`config.mk`:
```
export PLATFORM = sky130hd
export DESIGN_NAME = mc_ctrl
export DESIGN_NICKNAME = d
export VERILOG_FILES = /design/src/rtl/mc_ctrl.sv
export SDC_FILE = /design/constraint.sdc
export NUM_CORES = 1
export LEC_CHECK = 0
export BUFFER_PORTS_ARGS = -buffer_cell sky130_fd_sc_hd__buf_2
export CORE_UTILIZATION = 35
export DETAILED_ROUTE_END_ITERATION = 16
export MAX_ROUTING_LAYER = met4
export PLACE_DENSITY = 0.68
export SYNTH_ARGS = -nofsm -noshare
export SYNTH_HDL_FRONTEND = slang
export SYNTH_SLANG_ARGS = --single-unit
export TNS_END_PERCENT = 30
```
`constraint.sdc`:
```
create_clock -name clk -period 3.7 [get_ports clk]
set_input_delay 1.11 -clock clk [delete_from_list [all_inputs] [get_ports clk]]
set_output_delay 1.11 -clock clk [all_outputs]
set_load 0.01 [all_outputs]
```
`src/rtl/mc_ctrl.sv`:
```
// Multi-cycle main controller for the single-memory MIPS datapath.
// Sequences FETCH/DECODE/EXE/MEM/WB, decodes Instr into control fields and paces the mult/div unit.
module mc_ctrl #(
    parameter int MULT_CYCLES = 5,
    parameter int DIV_CYCLES  = 10,
    parameter int CNT_W       = 4
) (
    input  logic        clk,
    input  logic        reset,
    input  logic [31:0] Instr,
    input  logic        mem_rdy,
    input  logic        zero,
    output logic        PCWrite,
    output logic        IRWrite,
    output logic        RegWrite,
    output logic        MemWrite,
    output logic [4:0]  A3,
    output logic        ALUSrc,
    output logic [1:0]  MemtoReg,
    output logic        hilo_sel,
    output logic [1:0]  nPC_sel,
    output logic [1:0]  ExtOp,
    output logic [2:0]  ALUctr,
    output logic        md_start,
    output logic        md_op,
    output logic        md_busy,
    output logic [2:0]  state,
    output logic        instr_done
);

    typedef enum logic [2:0] {
        S_FETCH  = 3'd0,
        S_DECODE = 3'd1,
        S_EXE    = 3'd2,
        S_MEM    = 3'd3,
        S_WB     = 3'd4
    } state_t;

    localparam logic [CNT_W-1:0] MULT_LOAD = CNT_W'(MULT_CYCLES);
    localparam logic [CNT_W-1:0] DIV_LOAD  = CNT_W'(DIV_CYCLES);

    state_t           r_state;
    state_t           w_next;
    logic [CNT_W-1:0] r_cnt;

    logic [5:0] w_op;
    logic [5:0] w_func;
    logic       w_rtype;
    logic       w_addu, w_subu, w_jr, w_mult, w_div, w_mfhi, w_mflo;
    logic       w_ori, w_lui, w_lw, w_sw, w_beq, w_j, w_jal;
    logic       w_known;
    logic       w_unused_fields;

    logic       w_pc_write, w_ir_write, w_reg_write, w_mem_write, w_md_start, w_done;

    assign w_op    = Instr[31:26];
    assign w_func  = Instr[5:0];
    assign w_rtype = (w_op == 6'b000000);

    // rs and shamt feed the datapath directly; the controller never looks at them.
    assign w_unused_fields = ^{Instr[25:21], Instr[10:6]};

    assign w_addu = w_rtype && (w_func == 6'b100001);
    assign w_subu = w_rtype && (w_func == 6'b100011);
    assign w_jr   = w_rtype && (w_func == 6'b001000);
    assign w_mult = w_rtype && (w_func == 6'b011000);
    assign w_div  = w_rtype && (w_func == 6'b011010);
    assign w_mfhi = w_rtype && (w_func == 6'b010000);
    assign w_mflo = w_rtype && (w_func == 6'b010010);
    assign w_ori  = (w_op == 6'b001101);
    assign w_lui  = (w_op == 6'b001111);
    assign w_lw   = (w_op == 6'b100011);
    assign w_sw   = (w_op == 6'b101011);
    assign w_beq  = (w_op == 6'b000100);
    assign w_j    = (w_op == 6'b000010);
    assign w_jal  = (w_op == 6'b000011);

    assign w_known = w_addu | w_subu | w_jr | w_mult | w_div | w_mfhi | w_mflo |
                     w_ori | w_lui | w_lw | w_sw | w_beq | w_j | w_jal;

    assign md_busy = (r_cnt != '0);
    assign state   = r_state;

    // The IR is stale during FETCH, so every decode field is held at zero there.
    always_comb begin
        A3       = 5'd0;
        ALUSrc   = 1'b0;
        MemtoReg = 2'd0;
        hilo_sel = 1'b0;
        ExtOp    = 2'd0;
        ALUctr   = 3'd0;
        md_op    = 1'b0;
        if (r_state != S_FETCH) begin
            if (w_addu || w_subu || w_mfhi || w_mflo) A3 = Instr[15:11];
            else if (w_ori || w_lw || w_lui)         A3 = Instr[20:16];
            else if (w_jal)                          A3 = 5'd31;

            ALUSrc = w_ori | w_lui | w_lw | w_sw;

            if (w_jal)                 MemtoReg = 2'd2;
            else if (w_lw)             MemtoReg = 2'd1;
            else if (w_mfhi || w_mflo) MemtoReg = 2'd3;

            hilo_sel = w_mfhi;

            if (w_lw || w_sw) ExtOp = 2'd1;
            else if (w_lui)   ExtOp = 2'd2;

            if (w_subu)      ALUctr = 3'd1;
            else if (w_ori)  ALUctr = 3'd2;
            else if (w_beq)  ALUctr = 3'd3;

            md_op = w_div;
        end
    end

    // NOTE: every signal written here gets a default first, so no path can infer a latch.
    always_comb begin
        w_next      = r_state;
        w_pc_write  = 1'b0;
        w_ir_write  = 1'b0;
        w_reg_write = 1'b0;
        w_mem_write = 1'b0;
        w_md_start  = 1'b0;
        w_done      = 1'b0;
        nPC_sel     = 2'd0;
        unique case (r_state)
            S_FETCH: begin
                if (mem_rdy) begin
                    w_ir_write = 1'b1;
                    w_pc_write = 1'b1;
                    w_next     = S_DECODE;
                end
            end
            S_DECODE: begin
                if (w_j || w_jal) begin
                    w_pc_write  = 1'b1;
                    nPC_sel     = 2'd2;
                    w_reg_write = w_jal;
                    w_done      = 1'b1;
                    w_next      = S_FETCH;
                end else if (w_jr) begin
                    w_pc_write = 1'b1;
                    nPC_sel    = 2'd3;
                    w_done     = 1'b1;
                    w_next     = S_FETCH;
                end else if (w_mfhi || w_mflo) begin
                    if (!md_busy) w_next = S_WB;
                end else if (!w_known) begin
                    w_done = 1'b1;
                    w_next = S_FETCH;
                end else begin
                    w_next = S_EXE;
                end
            end
            S_EXE: begin
                if (w_beq) begin
                    if (zero) begin
                        w_pc_write = 1'b1;
                        nPC_sel    = 2'd1;
                    end
                    w_done = 1'b1;
                    w_next = S_FETCH;
                end else if (w_mult || w_div) begin
                    if (!md_busy) begin
                        w_md_start = 1'b1;
                        w_done     = 1'b1;
                        w_next     = S_FETCH;
                    end
                end else if (w_lw || w_sw) begin
                    w_next = S_MEM;
                end else begin
                    w_next = S_WB;
                end
            end
            S_MEM: begin
                w_mem_write = w_sw;
                if (mem_rdy) begin
                    if (w_sw) begin
                        w_done = 1'b1;
                        w_next = S_FETCH;
                    end else begin
                        w_next = S_WB;
                    end
                end
            end
            S_WB: begin
                w_reg_write = 1'b1;
                w_done      = 1'b1;
                w_next      = S_FETCH;
            end
            default: w_next = S_FETCH;
        endcase
    end

    // Strobes drop combinationally while reset is held, even before the state register clears.
    assign PCWrite    = w_pc_write  & ~reset;
    assign IRWrite    = w_ir_write  & ~reset;
    assign RegWrite   = w_reg_write & ~reset;
    assign MemWrite   = w_mem_write & ~reset;
    assign md_start   = w_md_start  & ~reset;
    assign instr_done = w_done      & ~reset;

    // NOTE: sequential state uses non-blocking assignments so all registers update from pre-edge values.
    always_ff @(posedge clk) begin
        if (reset) begin
            r_state <= S_FETCH;
            r_cnt   <= '0;
        end else begin
            r_state <= w_next;
            if (md_start)
                r_cnt <= md_op ? DIV_LOAD : MULT_LOAD;
            else if (r_cnt != '0)
                r_cnt <= r_cnt - 1'b1;
        end
    end

endmodule

```
==> results of run 1 <==
==> state kept, by name (all words and copies together) (netlist names) <==
name   count
r_cnt      4
state      3
==> kinds of logic after synthesis <==
group,Yosys count
and+or+nand+nor,75
DFF,7
AOI/OAI and AO/OA,45
other,1
buffers and inverters,15
adders and majority gates,2
xor gates and xnor gates,1
==> cells in the mapped netlist, types with 4 or more instances <==
| master | number | share of area |
|---|---|---|
| nor3_1 | 5 | 0.025 |
| or4_1 | 4 | 0.030 |
| nand2_1 | 13 | 0.050 |
| nor2_1 | 19 | 0.072 |
| a31oi_1 | 4 | 0.025 |
| and3_1 | 4 | 0.025 |
| a21oi_1 | 12 | 0.061 |
| a22oi_1 | 6 | 0.046 |
| clkbuf_1 | 5 | 0.019 |
| dfxtp_1 | 7 | 0.14 |
| inv_1 | 6 | 0.023 |
==> worst max path at each step <==
stage	from	endpoint	slack [ps]	cells after the start
global route	Instr[28]	instr_done	-330	8
global placement	Instr[31]	instr_done	-270	7
CTS	Instr[1]	instr_done	-240	7
detailed placement	Instr[31]	instr_done	-370	7
floorplan	Instr[29]	instr_done	6	6
finish	Instr[28]	instr_done	-280	8
==> through the flow <==
stage	power [mW]	hold slack [ps]	cell area (um2)
finish	0.464	564	1640
global route	0.509	603	1640
CTS	0.456	574	1560
detailed placement	0.376	564	1450
global placement	0.363	548	1450
floorplan	0.294	517	993
==> tightest hold or removal path, cell delays in order, from the launching register on <==
cell     delay [ps]
dfxtp_1         320
a21oi_1         130
a21oi_1          70
==> repair_timing <==
item	4_1_cts	5_1_grt
setup buffers	1	2
hold buffers	0	0
pin swaps	11	12
endpoints found under the setup margin	13	13
resized for setup	19	11
==> metal layers <==
layer  wire, um  GRT usage  vias up
met5          0          -        -
met4        106     0.0667        0
met3        338     0.0492       14
met2       1760      0.446       82
met1       1550      0.321      676
li1           -          -      701
==> report_power, final <==
part	internal [mW]	switching, mW
Combinational	0.116	0.163
Clock	0.0411	0.0273
Sequential	0.0981	0.0188
==> layout make-up <==
class / instances / share of cell area
tap: 30 / 0.0228
timing repair buffer: 80 / 0.310
clock buffer: 4 / 0.0160
multi-input combinational: 124 / 0.550
inverter: 7 / 0.0160
sequential: 7 / 0.0853
==> flow_metrics.env, run 1 <==
export IMPL_violations="negative setup slack"
export IMPL_antenna_found_initial=0
export IMPL_drc=0
export IMPL_min_to="r_cnt[3]"
export IMPL_fin_crit_sh=1.07
export IMPL_fin_tns_setup_ps=-772
export IMPL_io_buffers=51
export IMPL_hold_class="flop to flop"
export IMPL_grt_max_degree=15
export IMPL_grt_pass1_wl_mm=5.65
export IMPL_clk_latency_ps=250
export IMPL_synth_xor_area_frac=0.00889
export IMPL_num_vias=1473
export IMPL_fmax_mhz=251
export IMPL_cts_buffers=3
export IMPL_rsz0062_at_grt="true"
export IMPL_synthCells=146
export IMPL_regToRegStartpoint="state[1]"
export IMPL_syn_num_nets=184
export IMPL_status="complete, but fails checks"
export IMPL_cts_sinks=7
export IMPL_synth_edf_count=0
export IMPL_synth_distinct_cells=50
export IMPL_layoutNonFillerInstCount=252
export IMPL_pre_cts_ws_ps=-367
export IMPL_cp_end_kind="output port"
export IMPL_critPathSlowestCell="or4_4"
export IMPL_seqCellArea_um2=140
export IMPL_setup_ws_ps=-277
export IMPL_slowest_delay_ps=570
export IMPL_grt_pass1_vias=1306
export IMPL_critPathKind="input port to output port"
export IMPL_root_buffer="clkbuf_4"
export IMPL_synthMuxAreaShare=0
export IMPL_initial_core_util=0.384
export IMPL_fill_cells=226
export IMPL_r2r_end="state[0]"
export IMPL_synth_area_um2=985
export IMPL_dp_cells=245
export IMPL_slew_viol_final=0
export IMPL_drive_gt1_frac=0.473
export IMPL_synth_area_per_cell_um2=6.74
export IMPL_routedWlPerCell_um=14.9
export IMPL_synth_compound_area_frac=0.307
export IMPL_maxCapViolCount=0
export IMPL_routed_wl_mm=3.75
export IMPL_clk_transition_reported_paths_ps=50
export IMPL_critPathTopFamily="simple AND/OR/NAND/NOR gates"
export IMPL_antenna_left=0
export IMPL_die_y_um=55.0
export IMPL_cp_num_buf_inv=3
export IMPL_fin_crit_ps=3980
export IMPL_async_reset_ff_frac=0
export IMPL_crit_chain="buf_6 -> or4_4 -> nor4_4 -> buf_4 -> o21ai_2 -> a2111oi_4 -> a21o_1 -> buf_2"
export IMPL_yosys_area_share_simple=0.449
export IMPL_dr_pass1_iters=4
export IMPL_hpwl_mm=2.77
export IMPL_vias_per_cell=5.85
export IMPL_multi_input_area_um2=903
export IMPL_ir_worst_vdd_mv=0.580
export IMPL_hold_depth=2
export IMPL_final_common_cell="buf_2"
export IMPL_synth_top_family_by_area="simple AND/OR/NAND/NOR gates"
export IMPL_path_max_fanout=4
export IMPL_worstMarginPinSlew_ps=701
export IMPL_skew_ps=4.18
export IMPL_synth_seq_cells=7
export IMPL_critPathLaunchType="input port"
export IMPL_design_core_area_um2=2570
export IMPL_nNetsFinal=261
export IMPL_synthAdderAreaFrac=0.0254
export IMPL_row_count=18
export IMPL_floorplan_io_pins=63
export IMPL_arrival_ps=2870
export IMPL_fp_dieW_um=55.0
export IMPL_power_density_nw_per_um2=283
export IMPL_hp_start="r_cnt[3]"
export IMPL_grt_use_total=0.264
export IMPL_regToRegSetupSlack_ps=1750
export IMPL_synthFlopType="dfxtp_1"
export IMPL_required_ps=2590
export IMPL_dr_first_iter_drc_count=48
export IMPL_syn_to_final_growth_pct=66.8
export IMPL_h_tree_depth=1
export IMPL_n_antenna_cell=0
export IMPL_die_area_um2=3030
export IMPL_grt_overflow=0
export IMPL_final_util=0.640
export IMPL_routabilityCongestion=0.955
export IMPL_clock_path_buffers=2
export IMPL_cts_tree="yes"
export IMPL_r2r_cells=4
export IMPL_setup_violations=5
export IMPL_slew_headroom=0.526
export IMPL_yosysSeqAreaShare=0.142
export IMPL_yosys_warnings=0
export IMPL_hold_viol_final=0
export IMPL_power_leakage_nw=0.769
export IMPL_final_cell_mix="buf_2 (47), buf_4 (26), nor2_1 (18)"
(Power assumes the default switching activity.)
==> run 2, diff against run 1 <==
- BUFFER_PORTS_ARGS: -buffer_cell sky130_fd_sc_hd__buf_2 -> not set
- DONT_BUFFER_PORTS: not set -> 1
- GPL_TIMING_DRIVEN: not set -> 0
- PLACE_DENSITY: 0.68 -> 0.48
==> run 2 against run 1 <==
Effect of this change: the run still ends with negative setup slack left; worst hold slack lost 6.7 ps; clock power rose by 2%; via count down 21%; global-route usage is 4.6 points lower; highest routed layer is now met3.
==> flow_metrics.env, run 2 (synthesis gave the netlist of run 1 again) <==
export IMPL_status="complete, but fails checks"
export IMPL_violations="negative setup slack"
export IMPL_r2r_cells=8
export IMPL_hold_viol_final=0
export IMPL_place_area_um2=1030
export IMPL_die_area_um2=3030
export IMPL_nNetsFinal=190
export IMPL_cts_buffers=3
export IMPL_grt_pass1_vias=988
export IMPL_fill_cells=290
export IMPL_grt_pass1_wl_mm=4.65
export IMPL_rsz0062_at_grt="true"
export IMPL_wl_met2_mm=1.47
export IMPL_fin_area_um2=1130
export IMPL_power_total_mw=0.409
export IMPL_setup_violations=3
export IMPL_pre_cts_ws_ps=-271
export IMPL_final_common_cell="nor2_1"
export IMPL_arrival_ps=2710
export IMPL_grt_use_total=0.218
export IMPL_critPathLaunchType="input port"
export IMPL_dr_pass1_iters=4
export IMPL_clk_latency_ps=260
export IMPL_regToRegStartpoint="r_cnt[0]"
export IMPL_clock_path_buffers=2
export IMPL_vias_per_cell=6.39
export IMPL_whs_ps=558
export IMPL_r2r_end="r_cnt[1]"
export IMPL_ir_worst_vdd_mv=0.457
export IMPL_required_ps=2590
export IMPL_top_layer="met3"
export IMPL_hp_start="r_cnt[3]"
export IMPL_drc=0
export IMPL_floorplan_io_pins=63
export IMPL_fp_dieW_um=55.0
export IMPL_setup_ws_ps=-116
export IMPL_n_antenna_cell=0
export IMPL_antenna_left=0
export IMPL_path_max_fanout=5
export IMPL_largest_register="r_cnt"
export IMPL_setup_worst_path_start="Instr[31]"
export IMPL_power_density_nw_per_um2=361
export IMPL_wl_met3_um=191
export IMPL_grt_max_degree=11
export IMPL_fin_crit_ps=3820
export IMPL_drive_gt1_frac=0.152
export IMPL_critPathKind="input port to output port"
export IMPL_row_count=18
export IMPL_design_core_area_um2=2570
export IMPL_routedWlPerCell_um=17.0
export IMPL_syn_to_final_growth_pct=14.9
export IMPL_io_buffers=0
export IMPL_cts_tree="yes"
export IMPL_hold_class="flop to flop"
export IMPL_power_leakage_nw=0.390
export IMPL_worstMarginPinSlew_ps=710
export IMPL_skew_ps=7.69
export IMPL_largest_reg_flops=4
export IMPL_fmax_mhz=262
export IMPL_slew_headroom=0.521
export IMPL_num_vias=1157
export IMPL_antenna_found_initial=0
export IMPL_die_y_um=55.0
export IMPL_hpwl_mm=2.45
export IMPL_regToRegSetupSlack_ps=1650
export IMPL_slew_viol_final=0
export IMPL_dr_first_iter_drc_count=20
export IMPL_cp_end_kind="output port"
export IMPL_root_buffer="clkbuf_4"
export IMPL_crit_end="instr_done"
export IMPL_clk_transition_reported_paths_ps=60
export IMPL_fin_crit_sh=1.03
export IMPL_grt_overflow=0
export IMPL_final_cell_mix="nor2_1 (18), nand2_1 (12), a21oi_1 (11)"
export IMPL_cts_sinks=7
export IMPL_h_tree_depth=1
export IMPL_met1_length_mm=1.41
export IMPL_routabilityCongestion=0.791
export IMPL_dp_cells=176
export IMPL_layoutNonFillerInstCount=181
export IMPL_routed_wl_mm=3.07
export IMPL_maxCapViolCount=0
export IMPL_initial_core_util=0.384
## run 2: cell types whose count changed in the layout (fill, tap and decap cells not counted), sizes merged
cell / previous run / this run
clkinv: 1 / 2
clkbuf: 4 / 8
buf: 80 / 4
## run 2: metrics by stage
stage | utilization | setup TNS [ps]
after detailed placement | 0.402 | -2000
after global placement | 0.402 | -1660
after CTS | 0.417 | -356
after global routing | 0.441 | -456
final | 0.441 | -173
after floorplan | - | 0
## run 2: critical path: stages
cell and delay, ps:
or4_4 560, nor4_4 370, o21ai_1 120, a2111oi_2 330, a21o_1 210
## run 2: timing repair
| action | 4_1_cts | 5_1_grt |
|---|---|---|
| buffers inserted | 0 | 1 |
| resized for setup | 3 | 12 |
| hold buffers | 0 | 0 |
| pin swaps | 0 | 5 |
| endpoints found under the setup margin | 11 | 12 |
## run 2: layout make-up
| cell class | instances | area, um2 | area share |
|---|---|---|---|
| multi-input combinational | 124 | 850 | 0.751 |
| sequential | 7 | 140 | 0.124 |
| buffer | 8 | 42.5 | 0.0376 |
| tap | 30 | 37.5 | 0.0332 |
| inverter | 7 | 26.3 | 0.0232 |
| clock buffer | 3 | 22.5 | 0.0199 |
| timing repair buffer | 1 | 7.51 | 0.00664 |
| clock inverter | 1 | 5.00 | 0.00442 |
## run 2: power by group
part           switching (mW)  internal (mW)  leakage, nW
Combinational           0.135         0.0855        0.314
Sequential             0.0200         0.0981       0.0576
Clock                  0.0301         0.0396       0.0177
Total                   0.185          0.223        0.390
## run 2: how the worst min path moves through the flow
stage                     to  slack (ps)  depth (start not counted)
floorplan           r_cnt[3]         520                          2
global placement    r_cnt[3]         550                          2
detailed placement  r_cnt[3]         550                          2
CTS                 r_cnt[3]         560                          2
global route        r_cnt[3]         610                          2
finish              r_cnt[3]         560                          2
## run 2: metal layers
layer  track usage  vias to the layer above
met1         0.294                      552
met5             -                        -
li1              -                      567
met3        0.0546                        0
met2         0.341                       38
met4        0.0167                        0
